--- src/rtl/execute_mdu_if.sv ---
// Request/response bundle between the execute stage and the iterative multiply/divide unit.
interface execute_mdu_if #(
    parameter int unsigned XLEN = 64
) ();
    logic            in_valid;
    logic            in_ready;
    logic [2:0]      op;
    logic            word;
    logic [XLEN-1:0] a;
    logic [XLEN-1:0] b;
    logic            flush;
    logic            out_valid;
    logic            out_ready;
    logic [XLEN-1:0] result;
    logic            busy;

    modport master (
        output in_valid, op, word, a, b, flush, out_ready,
        input  in_ready, out_valid, result, busy
    );

    modport slave (
        input  in_valid, op, word, a, b, flush, out_ready,
        output in_ready, out_valid, result, busy
    );
endinterface

--- src/rtl/execute_mdu.sv ---
// Iterative RV64M multiply/divide: radix-2 shift-add multiply, restoring divide, one bit per cycle.
module execute_mdu #(
    parameter int unsigned XLEN         = 64,
    parameter bit          FAST_SPECIAL = 1'b1
) (
    input logic          clk,
    input logic          resetn,
    execute_mdu_if.slave mdu
);
    localparam logic [1:0] S_IDLE = 2'd0;
    localparam logic [1:0] S_MUL  = 2'd1;
    localparam logic [1:0] S_DIV  = 2'd2;
    localparam logic [1:0] S_DONE = 2'd3;
    localparam logic [6:0] W_FULL = 7'(XLEN);

    logic [1:0]        r_state;
    logic [6:0]        r_cnt;
    logic [2:0]        r_op;
    logic              r_word;
    logic              r_neg;
    logic              r_spec;
    logic [2*XLEN-1:0] r_prod;
    logic [2*XLEN-1:0] r_mcand;
    logic [XLEN-1:0]   r_q;
    logic [XLEN-1:0]   r_rem;
    logic [XLEN-1:0]   r_dvs;
    logic [XLEN-1:0]   r_result;

    function automatic logic [XLEN-1:0] sext32(input logic [31:0] v);
        return XLEN'($signed(v));
    endfunction

    // Operand preparation at accept time
    logic            w_is_div, w_a_sen, w_b_sen, w_sa, w_sb, w_divz, w_ovf, w_special, w_neg;
    logic [XLEN-1:0] w_a_ext, w_b_ext, w_mag_a, w_mag_b, w_min, w_dvd, w_spec_res;

    always_comb begin
        w_is_div = mdu.op[2];
        w_a_sen  = w_is_div ? ~mdu.op[0] : (mdu.op != 3'd3);
        w_b_sen  = w_is_div ? ~mdu.op[0] : ~mdu.op[1];
        w_a_ext  = mdu.word ? (w_a_sen ? sext32(mdu.a[31:0]) : XLEN'(mdu.a[31:0])) : mdu.a;
        w_b_ext  = mdu.word ? (w_b_sen ? sext32(mdu.b[31:0]) : XLEN'(mdu.b[31:0])) : mdu.b;
        w_sa     = w_a_sen & w_a_ext[XLEN-1];
        w_sb     = w_b_sen & w_b_ext[XLEN-1];
        w_mag_a  = w_sa ? -w_a_ext : w_a_ext;
        w_mag_b  = w_sb ? -w_b_ext : w_b_ext;
        // Word dividends are pre-aligned so the restoring loop always consumes from the MSB
        w_dvd    = mdu.word ? (w_mag_a << (XLEN - 32)) : w_mag_a;
        w_min    = mdu.word ? sext32(32'h8000_0000) : {1'b1, {(XLEN-1){1'b0}}};
        w_divz   = (w_b_ext == '0);
        w_ovf    = ~mdu.op[0] & (w_a_ext == w_min) & (w_b_ext == '1);
        w_special = FAST_SPECIAL && w_is_div && (w_divz || w_ovf);
        if (!w_is_div)      w_neg = w_sa ^ w_sb;
        else if (mdu.op[1]) w_neg = w_sa;
        else                w_neg = (w_sa ^ w_sb) & ~w_divz;
        if (mdu.op[1])      w_spec_res = w_divz ? (mdu.word ? sext32(mdu.a[31:0]) : mdu.a) : '0;
        else                w_spec_res = w_divz ? '1 : w_min;
    end

    // One iteration of each datapath plus the finished result it would produce
    logic [2*XLEN-1:0] w_prod_d, w_pfin;
    logic [XLEN:0]     w_rem_sh, w_diff;
    logic [XLEN-1:0]   w_q_d, w_rem_d, w_dsel, w_dfin, w_fin;

    always_comb begin
        w_prod_d = r_prod + (r_q[0] ? r_mcand : '0);
        w_pfin   = r_neg ? -w_prod_d : w_prod_d;
        w_rem_sh = {r_rem, r_q[XLEN-1]};
        w_diff   = w_rem_sh - {1'b0, r_dvs};
        w_q_d    = {r_q[XLEN-2:0], ~w_diff[XLEN]};
        w_rem_d  = w_diff[XLEN] ? w_rem_sh[XLEN-1:0] : w_diff[XLEN-1:0];
        w_dsel   = r_op[1] ? w_rem_d : w_q_d;
        w_dfin   = r_neg ? -w_dsel : w_dsel;
        if (r_state == S_MUL) begin
            if (r_word)               w_fin = sext32(w_pfin[31:0]);
            else if (r_op[1:0] == 0)  w_fin = w_pfin[XLEN-1:0];
            else                      w_fin = w_pfin[2*XLEN-1:XLEN];
        end else begin
            w_fin = r_word ? sext32(w_dfin[31:0]) : w_dfin;
        end
    end

    always_ff @(posedge clk or negedge resetn) begin
        if (!resetn) begin
            r_state  <= S_IDLE;
            r_cnt    <= '0;
            r_op     <= '0;
            r_word   <= 1'b0;
            r_neg    <= 1'b0;
            r_spec   <= 1'b0;
            r_prod   <= '0;
            r_mcand  <= '0;
            r_q      <= '0;
            r_rem    <= '0;
            r_dvs    <= '0;
            r_result <= '0;
        end else if (mdu.flush) begin
            r_state <= S_IDLE;
        end else begin
            case (r_state)
                S_IDLE: begin
                    if (mdu.in_valid) begin
                        r_op    <= mdu.op;
                        r_word  <= mdu.word;
                        r_neg   <= w_neg;
                        r_spec  <= w_special;
                        r_prod  <= '0;
                        r_mcand <= {{XLEN{1'b0}}, w_mag_a};
                        r_q     <= w_is_div ? w_dvd : w_mag_b;
                        r_rem   <= '0;
                        r_dvs   <= w_mag_b;
                        // Special cases take a single pass through DIV with the answer preloaded
                        r_cnt   <= w_special ? 7'd1 : (mdu.word ? 7'd32 : W_FULL);
                        r_state <= w_is_div ? S_DIV : S_MUL;
                        if (w_special) r_result <= w_spec_res;
                    end
                end
                S_MUL, S_DIV: begin
                    if (r_state == S_MUL) begin
                        r_prod  <= w_prod_d;
                        r_mcand <= r_mcand << 1;
                        r_q     <= r_q >> 1;
                    end else begin
                        r_q   <= w_q_d;
                        r_rem <= w_rem_d;
                    end
                    r_cnt <= r_cnt - 7'd1;
                    if (r_cnt == 7'd1) begin
                        r_state <= S_DONE;
                        if (!r_spec) r_result <= w_fin;
                    end
                end
                S_DONE: begin
                    if (mdu.out_ready) r_state <= S_IDLE;
                end
                default: r_state <= S_IDLE;
            endcase
        end
    end

    assign mdu.in_ready  = (r_state == S_IDLE);
    assign mdu.out_valid = (r_state == S_DONE);
    assign mdu.busy      = (r_state == S_MUL) || (r_state == S_DIV);
    assign mdu.result    = r_result;
endmodule

--- src/flat_wrapper.sv ---
// flat-port wrapper written by rule: the top's interface ports become plain ports
module execute_mdu_flat 
#(
    parameter int unsigned XLEN         = 64,
    parameter bit          FAST_SPECIAL = 1'b1
)
  (clk, resetn, mdu_in_valid, mdu_op, mdu_word, mdu_a, mdu_b, mdu_flush, mdu_out_ready, mdu_in_ready, mdu_out_valid, mdu_result, mdu_busy);
  execute_mdu_if #(.XLEN(XLEN)) mdu_i ();
  input logic clk;
  input logic resetn;
  input wire logic [$bits(mdu_i.in_valid)-1:0] mdu_in_valid;
  input wire logic [$bits(mdu_i.op)-1:0] mdu_op;
  input wire logic [$bits(mdu_i.word)-1:0] mdu_word;
  input wire logic [$bits(mdu_i.a)-1:0] mdu_a;
  input wire logic [$bits(mdu_i.b)-1:0] mdu_b;
  input wire logic [$bits(mdu_i.flush)-1:0] mdu_flush;
  input wire logic [$bits(mdu_i.out_ready)-1:0] mdu_out_ready;
  output wire logic [$bits(mdu_i.in_ready)-1:0] mdu_in_ready;
  output wire logic [$bits(mdu_i.out_valid)-1:0] mdu_out_valid;
  output wire logic [$bits(mdu_i.result)-1:0] mdu_result;
  output wire logic [$bits(mdu_i.busy)-1:0] mdu_busy;
  assign mdu_i.in_valid = mdu_in_valid;
  assign mdu_i.op = mdu_op;
  assign mdu_i.word = mdu_word;
  assign mdu_i.a = mdu_a;
  assign mdu_i.b = mdu_b;
  assign mdu_i.flush = mdu_flush;
  assign mdu_i.out_ready = mdu_out_ready;
  assign mdu_in_ready = mdu_i.in_ready;
  assign mdu_out_valid = mdu_i.out_valid;
  assign mdu_result = mdu_i.result;
  assign mdu_busy = mdu_i.busy;
  execute_mdu #(.XLEN(XLEN), .FAST_SPECIAL(FAST_SPECIAL)) u_core (.clk(clk), .resetn(resetn), .mdu(mdu_i));
endmodule
--- config.mk ---
export PLATFORM = sky130hd
export DESIGN_NAME = execute_mdu_flat
export DESIGN_NICKNAME = d
export VERILOG_FILES = /design/src/rtl/execute_mdu_if.sv /design/src/rtl/execute_mdu.sv /design/src/flat_wrapper.sv
export SDC_FILE = /design/constraint.sdc
export NUM_CORES = 2
export LEC_CHECK = 0
export CAP_MARGIN = 25
export CELL_PAD_IN_SITES_DETAIL_PLACEMENT = 1
export CELL_PAD_IN_SITES_GLOBAL_PLACEMENT = 2
export CORE_ASPECT_RATIO = 1.75
export CORE_MARGIN = 5
export CORE_UTILIZATION = 25
export CTS_BUF_LIST = sky130_fd_sc_hd__clkbuf_4 sky130_fd_sc_hd__clkbuf_8
export CTS_CLUSTER_SIZE = 12
export DETAILED_ROUTE_END_ITERATION = 8
export GPL_TIMING_DRIVEN = 0
export HOLD_SLACK_MARGIN = 0.12
export PLACE_DENSITY_LB_ADDON = 0.15
export SETUP_SLACK_MARGIN = 0.4
export SLEW_MARGIN = 15
export SYNTH_ARGS = -nofsm -noshare
export SYNTH_HDL_FRONTEND = slang
export SYNTH_SLANG_ARGS = --single-unit
--- constraint.sdc ---
create_clock -name clk -period 5.6 [get_ports clk]
set_clock_uncertainty 0.05 [all_clocks]
set_input_delay 1.12 -clock clk [delete_from_list [all_inputs] [get_ports clk]]
set_output_delay 1.12 -clock clk [all_outputs]
set_load 0.02 [all_outputs]
==> metrics.md <==
| Metric | Value |
|---|---|
| Worst slew margin | 0.150 |
| Final Util | 0.339 |
| CP Capture Type | flip-flop |
| Largest net degree at the start of global routing | 84 |
| Routability cong. | 1.05 |
| R2R Setup Slk | -1.32 ns |
| Leading register cell type out of synthesis | dfrtp_1 |
| Congestion Overflow GR | 0 |
| Internal power | 14.4 mW |
| Fillers | 23900 |
| Core Box Area | 0.201 mm^2 |
| Tot Pwr | 34.8 mW |
| Met2 usage | 0.663 |
| CP Max Fanout | 7 |
| Clk slew on worst S/H paths | 0.08 ns |
| Vias/cell | 6.02 |
| Critical R2R Launch | u_core.r_q[0] |
| Adder-cell share of the synthesized area | 0.0509 |
| Yosys warnings | 0 |
| IO Pins | 204 |
| Async S/R FF share, synth | 1.00 |
| Post-Syn Area | 0.0504 mm^2 |
| Final Hold Viols | 0 |
| DRC Markers | 0 |
| Top cells by area, synth | dfrtp_1 (26%), o21ai_0 (7.8%), nand2_1 (7.0%) |
| Gr busiest metal | met2 |
| RSZ-0062 raised after global routing | yes |
| Synth Area in Compound Gates | 0.294 |
| Fmax | 0.145 GHz |
| Setup crit start kind | flip-flop |
| Worst-Skew Late Latency | 0.93 ns |
| Final instance area | 0.0681 mm^2 |
| Layout Nets | 7925 |
| FF+latch area | 0.0132 mm^2 |
| Maximum vdd drop | 249 uV |
| Crit path DAT | 7.58 ns |
| Clk sink count | 526 |
| Place WS | -3.80 ns |
| Post-DP Area | 0.0578 mm^2 |
| Die area | 0.211 mm^2 |
| Sequential area share after synthesis | 0.261 |
| Hold Startpoint | u_core.r_mcand[127] |
| Post-synth top area cell | dfrtp_1 |
| Multi-input gate area | 0.0405 mm^2 |
| Buffers on Ports | 201 |
| Post-synth top area share | 0.261 |
| Post-synth EDFFs | 0 |
| Post-route ant nets | 0 |
| Switching fraction of total power | 0.585 |
| GRT Total Usage | 0.384 |
| Outcome | finished, violations left |
| R2R Path End | u_core.mdu.result[44] |
| Longest Clk Path Bufs | 3 |
| Final HPWL DP | 350 mm |
| Simple logic cell fraction of the synthesized area | 0.256 |
| Hold Path Depth | 2 |
| Crit Path Category | flip-flop to flip-flop |
| HP Class | flip-flop to flip-flop |
| Share of layout cells above drive strength 1 | 0.223 |
| Via count | 62100 |
| MaxCap Viol Count | 0 |
| Fin crit share | 1.24 |
| Pleak | 27.1 nW |
| Post-synth net total | 7219 |
| Mux contribution to synthesized area | 0.0265 |
| Met3 Use GR | 0.0466 |
| DIE WIDTH | 350 um |
| Drt total wl | 424 mm |
| TritonCTS clock tree | yes |
| Clock share of power | 0.130 |
| Worst Reg-to-Reg Cells | 24 |
| Synth-to-Final Area Change | 35.1% |
| Seq cells post-synth | 526 |
| Chip Height | 604 um |
| Post-Syn Instances | 6878 |
| First-pass GRT wire length | 559 mm |
| H-tree levels | 3 |
| Largest family of logic cells by synthesized area | compound AO/OA/AOI/OAI gates |
| Met1 Usage GRT | 0.375 |
| Hold path endpoint | u_core.r_mcand[127] |
| Avg WL per Cell | 41.0 um |
| Synth unique cells | 117 |
| Failing checks | negative setup slack |
| First-pass DRT Iterations | 6 |
| Vias in the first global route | 64100 |
| Worst setup margin | -1.32 ns |
| Mapped Avg Cell Area | 7.33 um^2 |
| Initial antenna violation count | 19 |
| Starting Density | 0.251 |
| P_sw | 20.4 mW |
| Std-Cell Rows | 218 |
| Comb pwr share | 0.688 |
| XOR/XNOR share of the synthesized area | 0.0643 |
| CTS Root Cell | clkbuf_8 |
| DR iter-0 viols | 4342 |
| Worst slew pin tran | 1.28 ns |
| Inserted Clock Buffers | 98 |
| Finish-stage setup viols | 64 |
| Shortest period the worst path allows | 6.92 ns |
| Seq pwr share | 0.182 |
| CP required | 6.27 ns |
| Max Slew Vio Count | 0 |
| PD cells | 511 mW/mm^2 |
## cell usage after synthesis, types with 18 or more instances
master	count
and4_1	25
ha_1	202
or2_2	36
a211oi_1	69
dfrtp_1	526
clkbuf_1	379
nand2b_1	44
nor3_1	147
buf_2	25
a221o_1	23
o211ai_1	50
o41ai_1	33
a22o_1	110
mux2_2	46
nor2_1	614
a21oi_1	634
o221ai_1	49
or4_1	37
o22ai_1	23
mux2i_1	82
and2_1	170
a221oi_1	23
buf_1	43
o31ai_1	93
o21a_1	39
xnor2_1	205
o21ai_1	25
nand2_1	941
o21bai_1	28
nand3_1	210
a21boi_0	18
xor2_1	165
nor4_1	65
o21ai_0	782
a31oi_1	82
nor2b_1	23
inv_1	127
a21o_1	83
or3_1	71
a311oi_1	26
nand4_1	154
and3_1	38
## cell usage in the layout, fill, tap and decap left out, drive strengths merged, types with 82 or more instances in the layout
cell	instances
a21o	84
a21oi	639
a22o	111
a31oi	82
and2	171
buf	513
clkbuf	510
clkdlybuf4s50	188
dfrtp	526
ha	202
inv	123
mux2i	82
nand2	941
nand3	211
nand4	159
nor2	617
nor3	151
o21ai	808
o31ai	93
xnor2	205
xor2	165
## worst max-delay path, cell delays in order (launching register included)
cell and delay [ns]:
dfrtp_4 0.54, clkbuf_16 0.23, clkbuf_16 0.20, and2_4 0.15, ha_4 0.24, o211ai_1 0.30, buf_4 0.19, o21ai_4 0.08
a22oi_4 0.43, buf_4 0.22, buf_4 0.11, a211oi_1 0.11, a211oi_4 0.50, a22oi_2 0.33, xnor2_4 0.43, and3_1 0.33
nand2_1 0.23, nor2_1 0.66, nand4_1 0.21, buf_6 0.21, nor4_4 0.20, mux2i_2 0.31, nand2_1 0.13, a21oi_2 0.25
o31ai_1 0.08
## worst max-delay path by stage
stage | startpoint | endpoint | slack (ns) | cells past startpoint
after global placement | resetn | u_core.r_rem[27] | -24.79 | 1
after global routing | u_core.r_q[0] | u_core.mdu.result[51] | -1.39 | 24
after detailed placement | u_core.r_q[0] | u_core.mdu.result[30] | -3.80 | 20
final | u_core.r_q[0] | u_core.mdu.result[44] | -1.32 | 24
after CTS | u_core.r_q[0] | u_core.mdu.result[55] | -1.42 | 24
after floorplan | u_core.r_q[0] | u_core.mdu.result[62] | -0.16 | 23
## power by group through the flow
stage / Combinational, mW / Clock [mW] / Sequential (mW)
floorplan: 10.0 / 0 / 5.64
global placement: 19.6 / 0 / 6.31
detailed placement: 20.4 / 0 / 6.31
CTS: 21.7 / 4.60 / 6.26
global route: 24.4 / 4.71 / 6.34
finish: 23.9 / 4.51 / 6.34
## cell families (layout without fill, tap and decap cells)
group           Yosys count  count (layout)
xor+xnor                370             370
buf+inv                 599            1378
fa+ha+maj               204             204
simple gates           2676            2676
mux                     128             128
flops                   526             526
compound gates         2375            2375
other cells               0              34
## through the flow
stage,TNS (ns),hold slack (ns),instances
finish,-66.67,0.422,10300
global route,-70.43,0.428,10300
CTS,-69.38,0.420,10100
detailed placement,-392.20,0.407,9812
global placement,-,0.406,9719
floorplan,-0.426,0.389,6878
## area by class of cell
cell class / count / area share
Clock buffer: 149 / 0.0275
Inverter: 128 / 0.00760
Buffer: 471 / 0.0371
Antenna cell: 34 / 0.00125
Multi-Input combinational cell: 5753 / 0.594
Timing Repair Buffer: 606 / 0.0866
Sequential cell: 526 / 0.193
Clock inverter: 24 / 0.00413
Tap cell: 2640 / 0.0485
## repair_timing
| item | in CTS | in global routing |
|---|---|---|
| hold buffers | 1 | 0 |
| endpoints found under the hold margin | 39 | 0 |
| resized for setup | 622 | 741 |
| setup buffers | 124 | 175 |
| pin swaps | 102 | 229 |
| cloned | 1 | 3 |
| setup endpoints to repair | 276 | 139 |
## sequential cells by signal, indices dropped and copies added, names as in the netlist
| register | cells |
|---|---|
| u_core.r_cnt | 7 |
| u_core.r_rem | 64 |
| u_core.mdu.result | 64 |
| u_core.r_state | 2 |
| u_core.r_neg | 1 |
| u_core.r_op | 2 |
| u_core.r_spec | 1 |
| u_core.r_mcand | 128 |
| u_core.r_word | 1 |
| u_core.r_dvs | 64 |
| u_core.r_prod | 128 |
| u_core.r_q | 64 |
## metal layers
metal  routed length [um]  vias up  share of wire
met5                   43        -        0.00010
met4                63500        6           0.15
met3                17100     1287          0.040
met2               203000     2538           0.48
met1               140000    31700           0.33
li1                     -    26700              -
(Power assumes the default switching activity.)
